<file path="config.mk">
export PLATFORM = sky130hd
export DESIGN_NAME = os_skew_feeder
export DESIGN_NICKNAME = d
export VERILOG_FILES = /design/src/rtl/os_skew_feeder.sv
export SDC_FILE = /design/constraint.sdc
export NUM_CORES = 1
export LEC_CHECK = 0
export BUFFER_PORTS_ARGS = -buffer_cell sky130_fd_sc_hd__buf_4
export CORE_MARGIN = 4
export CORE_UTILIZATION = 61
export CTS_CLUSTER_SIZE = 28
export DETAILED_ROUTE_END_ITERATION = 6
export PLACE_DENSITY = 0.77
export SYNTH_ARGS = -nofsm -noshare
export SYNTH_HDL_FRONTEND = slang
export SYNTH_SLANG_ARGS = --single-unit
</file>
<file path="constraint.sdc">
create_clock -name clk -period 6.8 [get_ports clk]
set_input_delay 1.36 -clock clk [delete_from_list [all_inputs] [get_ports clk]]
set_output_delay 1.36 -clock clk [all_outputs]
set_load 0.03 [all_outputs]
</file>
<file path="src/rtl/os_skew_feeder.sv">
// Operand skew feeder for an output-stationary systolic array: buffers A and B,
// then streams them diagonally (row i / column j delayed by i / j beats).
module os_skew_feeder #(
    parameter int ROW_len   = 3,
    parameter int COL_len   = 3,
    parameter int K_len     = 3,
    parameter int DW        = 8,
    parameter int AW        = 8,
    parameter int DRAIN_CYC = 1
) (
    input  logic                    clk,
    input  logic                    rst,
    input  logic                    wr_en,
    input  logic                    wr_sel,
    input  logic [AW-1:0]           wr_addr,
    input  logic [DW-1:0]           wr_data,
    input  logic                    start,
    output logic [ROW_len*DW-1:0]   a_bus,
    output logic [COL_len*DW-1:0]   b_bus,
    output logic                    compute_en,
    output logic                    read_en_out,
    output logic                    busy,
    output logic                    done
);

    localparam int T       = K_len + ROW_len + COL_len - 2;
    localparam int A_DEPTH = ROW_len * K_len;
    localparam int B_DEPTH = K_len * COL_len;
    localparam int A_IW    = (A_DEPTH > 1) ? $clog2(A_DEPTH) : 1;
    localparam int B_IW    = (B_DEPTH > 1) ? $clog2(B_DEPTH) : 1;
    localparam int CW      = 16;
    localparam logic [AW:0] A_LIM = (AW+1)'(A_DEPTH);
    localparam logic [AW:0] B_LIM = (AW+1)'(B_DEPTH);

    typedef enum logic [2:0] {S_IDLE, S_FEED, S_DRAIN, S_READ, S_DONE} state_t;

    state_t                 r_state;
    logic [CW-1:0]          r_cnt;
    logic [ROW_len*DW-1:0]  r_a_bus;
    logic [COL_len*DW-1:0]  r_b_bus;
    logic                   r_compute_en;
    logic                   r_read_en;
    logic                   r_busy;
    logic                   r_done;

    logic [DW-1:0]          r_a_mem [0:A_DEPTH-1];
    logic [DW-1:0]          r_b_mem [0:B_DEPTH-1];

    logic                   w_wr_a;
    logic                   w_wr_b;
    logic [CW-1:0]          w_t;
    logic [ROW_len*DW-1:0]  w_a_next;
    logic [COL_len*DW-1:0]  w_b_next;

    assign w_wr_a = wr_en && !wr_sel && (r_state == S_IDLE) && ({1'b0, wr_addr} < A_LIM);
    assign w_wr_b = wr_en &&  wr_sel && (r_state == S_IDLE) && ({1'b0, wr_addr} < B_LIM);

    always_ff @(posedge clk) begin
        if (w_wr_a) r_a_mem[A_IW'(wr_addr)] <= wr_data;
        if (w_wr_b) r_b_mem[B_IW'(wr_addr)] <= wr_data;
    end

    // Beat to be registered at the coming edge: 0 at launch, else one past the shown beat.
    assign w_t = (r_state == S_FEED) ? r_cnt + CW'(1) : '0;

    genvar gi;
    generate
        for (gi = 0; gi < ROW_len; gi++) begin : g_row
            logic [A_IW-1:0] w_idx;
            logic [DW-1:0]   w_val;
            always_comb begin
                w_idx = '0;
                w_val = '0;
                if (int'(w_t) >= gi && int'(w_t) < gi + K_len) begin
                    w_idx = A_IW'(gi * K_len + int'(w_t) - gi);
                    // A write coinciding with start must be visible on beat 0.
                    w_val = (w_wr_a && A_IW'(wr_addr) == w_idx) ? wr_data : r_a_mem[w_idx];
                end
            end
            assign w_a_next[(gi+1)*DW-1 -: DW] = w_val;
        end

        for (gi = 0; gi < COL_len; gi++) begin : g_col
            logic [B_IW-1:0] w_idx;
            logic [DW-1:0]   w_val;
            always_comb begin
                w_idx = '0;
                w_val = '0;
                if (int'(w_t) >= gi && int'(w_t) < gi + K_len) begin
                    w_idx = B_IW'((int'(w_t) - gi) * COL_len + gi);
                    w_val = (w_wr_b && B_IW'(wr_addr) == w_idx) ? wr_data : r_b_mem[w_idx];
                end
            end
            assign w_b_next[(gi+1)*DW-1 -: DW] = w_val;
        end
    endgenerate

    always_ff @(posedge clk or posedge rst) begin
        if (rst) begin
            r_state      <= S_IDLE;
            r_cnt        <= '0;
            r_a_bus      <= '0;
            r_b_bus      <= '0;
            r_compute_en <= 1'b0;
            r_read_en    <= 1'b0;
            r_busy       <= 1'b0;
            r_done       <= 1'b0;
        end else begin
            case (r_state)
                S_IDLE: begin
                    if (start) begin
                        r_state      <= S_FEED;
                        r_cnt        <= '0;
                        r_a_bus      <= w_a_next;
                        r_b_bus      <= w_b_next;
                        r_compute_en <= 1'b1;
                        r_busy       <= 1'b1;
                    end
                end
                S_FEED: begin
                    if (r_cnt == CW'(T - 1)) begin
                        r_a_bus <= '0;
                        r_b_bus <= '0;
                        r_cnt   <= '0;
                        if (DRAIN_CYC == 0) begin
                            r_state      <= S_READ;
                            r_compute_en <= 1'b0;
                            r_read_en    <= 1'b1;
                        end else begin
                            r_state <= S_DRAIN;
                        end
                    end else begin
                        r_cnt   <= r_cnt + CW'(1);
                        r_a_bus <= w_a_next;
                        r_b_bus <= w_b_next;
                    end
                end
                S_DRAIN: begin
                    if (r_cnt == CW'(DRAIN_CYC - 1)) begin
                        r_state      <= S_READ;
                        r_cnt        <= '0;
                        r_compute_en <= 1'b0;
                        r_read_en    <= 1'b1;
                    end else begin
                        r_cnt <= r_cnt + CW'(1);
                    end
                end
                S_READ: begin
                    if (r_cnt == CW'(ROW_len - 1)) begin
                        r_state   <= S_DONE;
                        r_cnt     <= '0;
                        r_read_en <= 1'b0;
                        r_done    <= 1'b1;
                    end else begin
                        r_cnt <= r_cnt + CW'(1);
                    end
                end
                S_DONE: begin
                    r_state <= S_IDLE;
                    r_done  <= 1'b0;
                    r_busy  <= 1'b0;
                end
                default: begin
                    r_state <= S_IDLE;
                end
            endcase
        end
    end

    assign a_bus       = r_a_bus;
    assign b_bus       = r_b_bus;
    assign compute_en  = r_compute_en;
    assign read_en_out = r_read_en;
    assign busy        = r_busy;
    assign done        = r_done;

endmodule

</file>
### Word-level counts from Yosys, hierarchy flattened

Memories as Yosys holds them, arrays and structs flattened.
Index checks and enable logic that the tools add are counted.

* flip-flop bits (word level): 71
* bits in writable memories: 144
* input port bits: 21
* output and inout port bits: 52
* logic and storage cells: 116
* memories: 2

* $add $sub $neg: 9
* $mul: 3
* order comparisons: 6
* equal/unequal tests: 16
* muxes and demuxes: 42
* reductions and logical operators: 30

Memories
* r_a_mem: words 9, bits a word 8, read ports 3, clocked after memory_dff 0, wr ports 1, line 46 `logic [DW-1:0] r_a_mem [0:A_DEPTH-1];`
* r_b_mem: words 9, bits a word 8, read ports 3, clocked after memory_dff 0, wr ports 1, line 47 `logic [DW-1:0] r_b_mem [0:B_DEPTH-1];`

Operators with widths (number)
* 24-bit two-way mux: 4
* 8-bit two-way mux: 12
* 24-bit case mux with 2 select lines: 2
* 16-bit two-way mux: 5
* 16-bit case mux with 4 select lines: 1
* 17-bit by 3-bit multiplier with 4-bit output (second input constant): 2
* 16-bit by 3-bit less-than comparator with 1-bit output (second input constant): 2
* 4-bit == test: 6
* 16-bit by 1-bit subtractor with 17-bit output (second input constant): 1
* 16-bit by 2-bit subtractor with 17-bit output (second input constant): 1
* 16-bit by 1-bit adder with 16-bit output (second input constant): 1
* 16-bit by 2-bit == test with 1-bit output (second input constant): 1
* 16-bit by 3-bit == test with 1-bit output (second input constant): 1
* 16-bit by 1-bit >= comparator with 1-bit output (second input constant): 1
* 16-bit by 2-bit >= comparator with 1-bit output (second input constant): 1
* 16-bit logical NOT: 1
* 16-bit by 2-bit less-than comparator with 1-bit output (second input constant): 1
* 16-bit by 2-bit multiplier with 4-bit output (second input constant): 1
* 1-bit logical AND: 14
* 3-bit two-way mux: 4
* 3-bit case mux with 4 select lines: 1
* 2-bit nonzero test: 5
* 1-bit two-way mux: 9
* 8-bit by 4-bit less-than comparator with 1-bit output (second input constant): 1
* other kinds (18): 28

### Longest topological paths before layout

* depth after elaboration: 11
* gate-level depth with buffers: 23
* depth with buffers taken out: 18

### Worst setup path before layout

Ideal clock, no wire load.

* kind: reg-to-reg
* start: register r_cnt[0]
* end: register r_b_bus[9], in the netlist b_bus[9]
* setup time: 0.120 ns
* arrival time: 5.227 ns
* required time: 6.680 ns
* path slack: 1.453 ns
* stages on the path, launching flop included: 24
* buffers on the path: 6
* period minus slack after synthesis: 5.347 ns
* cells stage by stage: dfrtp_1 -> buf_4 -> clkbuf_1 -> inv_2 -> ha_1 -> inv_1 -> nor2_2 -> inv_1 -> buf_2 -> buf_1 -> ha_1 -> clkbuf_1 -> inv_1 -> ha_1 -> inv_1 -> fa_1 -> xnor2_1 -> xnor2_1 -> xnor2_2 -> xnor2_4 -> mux2i_1 -> buf_2 -> or3b_1 -> and3_1

* longest elaborated chain between the ends: 11
* elaborated cells between the ends (all ways): 17
* classes of those cells: add/sub (3); mul (1); order compare (2); eq/ne (2); mux (6); reduce/logical (2); memory (1)

Ends and longest elaborated chain
* start: declaration: line 38 `logic [CW-1:0] r_cnt;`
* start signal: assignment: line 133 `r_cnt <= r_cnt + CW'(1);`
* start signal: assignment: line 145 `r_cnt <= r_cnt + CW'(1);`
* start signal: assignment: line 155 `r_cnt <= r_cnt + CW'(1);`
* branches (longest 10 deep; another with 16-bit by 1-bit subtractor with 17-bit output)
* 24-bit case mux with 2 select lines *: line 109 `case (r_state)`
* end signal: assignment: line 115 `r_b_bus <= w_b_next;`
* end signal: assignment: line 135 `r_b_bus <= w_b_next;`
* end: declaration: line 40 `logic [COL_len*DW-1:0] r_b_bus;`

Every way passes the cells marked *. The select of a mux whose other input is x is not followed.
A chain may end at the register's enable or synchronous reset.

### Worst setup path after layout

* start: register r_state[0]
* end: register r_b_bus[8], in the netlist b_bus[8]

* longest elaborated chain between the ends: 11
* elaborated cells between the ends (all ways): 22
* classes of those cells: add/sub (2); mul (1); order compare (2); eq/ne (3); mux (6); reduce/logical (7); memory (1)

Ends and longest elaborated chain
* start: declaration: line 37 `state_t r_state;`
* start signal: assignment: line 100 `r_state <= S_IDLE;`
* start signal: assignment: line 112 `r_state <= S_FEED;`
* start signal: assignment: line 126 `r_state <= S_READ;`
* branches (longest 11 deep; another with 16-bit by 1-bit subtractor with 17-bit output)

Several ways; the timed one is not identified. The select of a mux whose other input is x is not followed.

==> reports/metrics.csv <==
stage;metric;value;unit
floorplanning;core;18200;µm²
hold_path;holdPathStages;2;
clock_network;htreeDepth;1;
clock_network;cts_buffers;23;
yosys;synth_cell_types;65;
outcome;violations;DRC;
sta;fin_crit;6.27;ns
drt;vias;8357;
clock_network;cts_tree;done;
drt;first_pass_iters;7;
drt;wl;29300;µm
sta;worst_slew_pin_slew;1.16;ns
drt;viasPerCell;6.59;
sta;finalMaxSlewViolations;0;
yosys;muxShareOfSynthArea;12.3;%
yosys;synth-async-reset-ratio;33.0;%
yosys;synthAdderAreaFrac;1.37;%
drt;drt-met1-wl;13000;µm
global_routing;grt_overflow_total;0;
hold_path;hp-class;flip-flop to flip-flop;
drt;first_iter_violations;1298;
drt;wl_met3;2870;µm
drt;wl_per_cell;23.1;µm
floorplanning;die_h;145;µm
cells_and_area;multi_input_area;5010;µm²
setup_path;critical_path_required;7.20;ns
sta;maxSlewHeadroom;22.0;%
cells_and_area;fillCellCount;1270;
clock_network;ctsLongestPathBuffers;3;
cells_and_area;area.sequential;6100;µm²
yosys;ys.flop_type;edfxtp_1;
drt;drc_errors;1;
clock_network;cts.repair.resized;0;
setup_path;critPathCaptureType;flip-flop;
drt;wl_met2;12800;µm
clock_network;post_cts_buffers;0;
yosys;yosysWarnings;0;
sta;max_freq;159;MHz
setup_path;cp-start-kind;flip-flop;
clock_network;clock_latency;0.52;ns
placed_design;gp_congestion;0.926;
setup_path;r2r_slack;0.53;ns
clock_network;cts_sinks;215;
global_routing;grt_pass1_wl;46400;µm
hold_path;min_from;b_bus[0];
floorplanning;ios;73;
sta;rsz0062_at_grt;false;
sta;hold_violations;0;
setup_path;reg2reg_depth;16;
yosys;syn_nets;1016;
placed_design;dp_cells;1228;
yosys;yosys.area_share.simple;13.8;%
clock_network;clk_pin_slew;0.06;ns
setup_path;arrival;6.67;ns
yosys;synth_compound_area_share;13.6;%
floorplanning;die_w;145;µm
yosys;synth_cells;983;
sta;finalSetupViolations;0;
global_routing;grt_max_degree;72;
yosys;synth_edf_count;144;
floorplanning;start_util;63.0;%
placed_design;hpwlAfterDp;19900;µm
yosys;synth_area_leaders;edfxtp_1 38%, dfrtp_1 15%, mux4_2 5.7%, nand2_1 4.7%, mux2i_1 4.5%;
setup_path;setup.worst_path.class;flip-flop to flip-flop;
sta;timing.setup.tns;0;ns
yosys;syn_area;11500;µm²
setup_path;crit_fanout;32;
cells_and_area;n_antenna_cell;0;
cells_and_area;syn_to_final_growth;12.1;%
floorplanning;die_area;21100;µm²
cells_and_area;final_cells;1269;
yosys;synth.top_cell.area_share;37.7;%
placed_design;port-buffer-count;72;
global_routing;grt_pass1_vias;7808;
setup_path;rr_endpoint;b_bus[8];
yosys;synth_top_family_by_area;simple AND/OR/NAND/NOR gates;
floorplanning;row_count;49;
global_routing;antenna_found_initial;0;
cells_and_area;num-nets-final;1057;
drt;top_layer;met4;
setup_path;r2r_start;r_state[0];
cells_and_area;drive_above_1_share;19.7;%
yosys;synth_seq_cells;215;
global_routing;track_usage;27.4;%
sta;period_share;92.2;%
yosys;synthXorXnorAreaFrac;2.58;%
flow_run;max-cap-violations;0;
sta;worst_clock_skew;0.0223;ns
yosys;yosysTopAreaCell;edfxtp_1;
yosys;synth_seq_area_share;53.2;%
clock_network;cts_hold_buf;0;
yosys;avgSynthCellArea;11.7;µm²
hold_path;worstHoldEndpoint;b_bus[0];
outcome;status;complete, but fails checks;
clock_network;clockRootBuffer;clkbuf_16;
drt;ant_nets;0;
[area by class of cell]
| cell class | instances | area share [%] |
|---|---|---|
| Tap cell | 229 | 2.23 |
| Clock buffer | 29 | 4.96 |
| Timing Repair Buffer | 83 | 4.85 |
| Multi-Input combinational cell | 682 | 38.9 |
| Inverter | 19 | 0.555 |
| Clock inverter | 12 | 0.993 |
| Sequential cell | 215 | 47.5 |
[metal layers]
| metal | vias to the layer above | global-route usage [%] |
|---|---|---|
| li1 | 3814 | - |
| met1 | 4026 | 43.2 |
| met2 | 465 | 40.0 |
| met3 | 52 | 5.52 |
| met4 | 0 | 5.51 |
| met5 | - | 0 |
[cells in the mapped netlist (3+ instances only)]
library cell and instances:
a211oi_1 15, a21oi_1 20, a221oi_1 9, a22o_1 8, a2bb2oi_1 16, a311oi_1 25
a31oi_1 5, and2_1 10, and3_1 12, buf_1 7, buf_2 19, buf_4 5
clkbuf_1 36, dfrtp_1 71, edfxtp_1 144, ha_1 11, inv_1 17, mux2_2 22
mux2i_1 51, mux4_2 29, nand2_1 143, nand2b_1 4, nand3_1 30, nand4_1 6
nor2_1 58, nor2b_1 14, nor3_1 12, nor4_1 3, o21ai_0 57, o22ai_1 17
o31a_1 4, o31ai_1 26, o41ai_1 5, or3b_2 7, or4_1 4, xnor2_1 18
xnor2_2 3, xor2_1 7
[worst max-delay path by stage]
stage / slack [ns] / depth (start not counted) / to / start
6_report: 0.53 / 16 / b_bus[8] / r_state[0]
5_1_grt: 0.08 / 16 / b_bus[8] / r_state[0]
4_1_cts: 0.57 / 16 / b_bus[8] / r_state[0]
3_5_place_dp: 0.61 / 16 / b_bus[8] / r_state[0]
3_3_place_gp: 0.69 / 16 / b_bus[8] / r_state[0]
2_1_floorplan: 1.45 / 23 / b_bus[9] / r_cnt[0]
[per-stage QoR]
stage	cell area (µm²)	hold WS, ns	worst slack [ns]	util [%]
floorplan	11500	0.483	1.45	-
global placement	12100	0.465	0.686	66.4
detailed placement	12100	0.472	0.609	66.4
CTS	12800	0.485	0.573	70.6
global route	12900	0.502	0.0844	70.6
finish	12900	0.476	0.528	70.6
[registers in the layout, summed over array words and instances (netlist names)]
signal and cells:
a_bus 24, b_bus 24, read_en_out 1, r_a_mem 72
r_b_mem 72, r_cnt 16, compute_en 1, r_state 3
done 1, busy 1
[critical path, cell delays in order (launching register included)]
cell,delay [ns]
dfrtp_1,0.62
or3b_2,0.72
nor2_2,0.43
inv_1,0.07
buf_4,0.25
ha_1,0.76
inv_1,0.20
ha_1,0.33
inv_1,0.05
fa_1,0.43
xnor2_1,0.15
xnor2_1,0.22
xnor2_2,0.14
xnor2_4,0.37
mux2i_1,0.95
o2111ai_1,0.22
and3_1,0.21
[cell usage in the layout (no fill, tap or decap), types with 11 or more instances in the layout]
| cell | netlist | final |
|---|---|---|
| inv_1 | 17 | 16 |
| and3_1 | 12 | 12 |
| nand3_1 | 30 | 30 |
| nor3_1 | 12 | 11 |
| a311oi_1 | 25 | 25 |
| dfrtp_1 | 71 | 71 |
| clkbuf_16 | 0 | 23 |
| xnor2_1 | 18 | 18 |
| a2bb2oi_1 | 16 | 16 |
| a211oi_1 | 15 | 15 |
| ha_1 | 11 | 11 |
| edfxtp_1 | 144 | 144 |
| nand2_1 | 143 | 143 |
| o22ai_1 | 17 | 17 |
| a21oi_1 | 20 | 20 |
| nor2_1 | 58 | 58 |
| o21ai_0 | 57 | 57 |
| buf_4 | 5 | 83 |
| nor2b_1 | 14 | 14 |
| mux2_2 | 22 | 22 |
| o31ai_1 | 26 | 26 |
| mux2i_1 | 51 | 51 |
| mux4_2 | 29 | 29 |
[logic make-up (layout without fill, tap and decap cells)]
| group | after synthesis | in the layout |
|---|---|---|
| compound gates | 218 | 218 |
| mux | 102 | 102 |
| xor+xnor | 29 | 29 |
| buf+inv | 86 | 143 |
| flops | 215 | 215 |
| simple gates | 321 | 321 |
| fa+ha+maj | 12 | 12 |
Power is not shown: default switching activity piles up to over one toggle a cycle in this logic, so the estimate is an artifact.
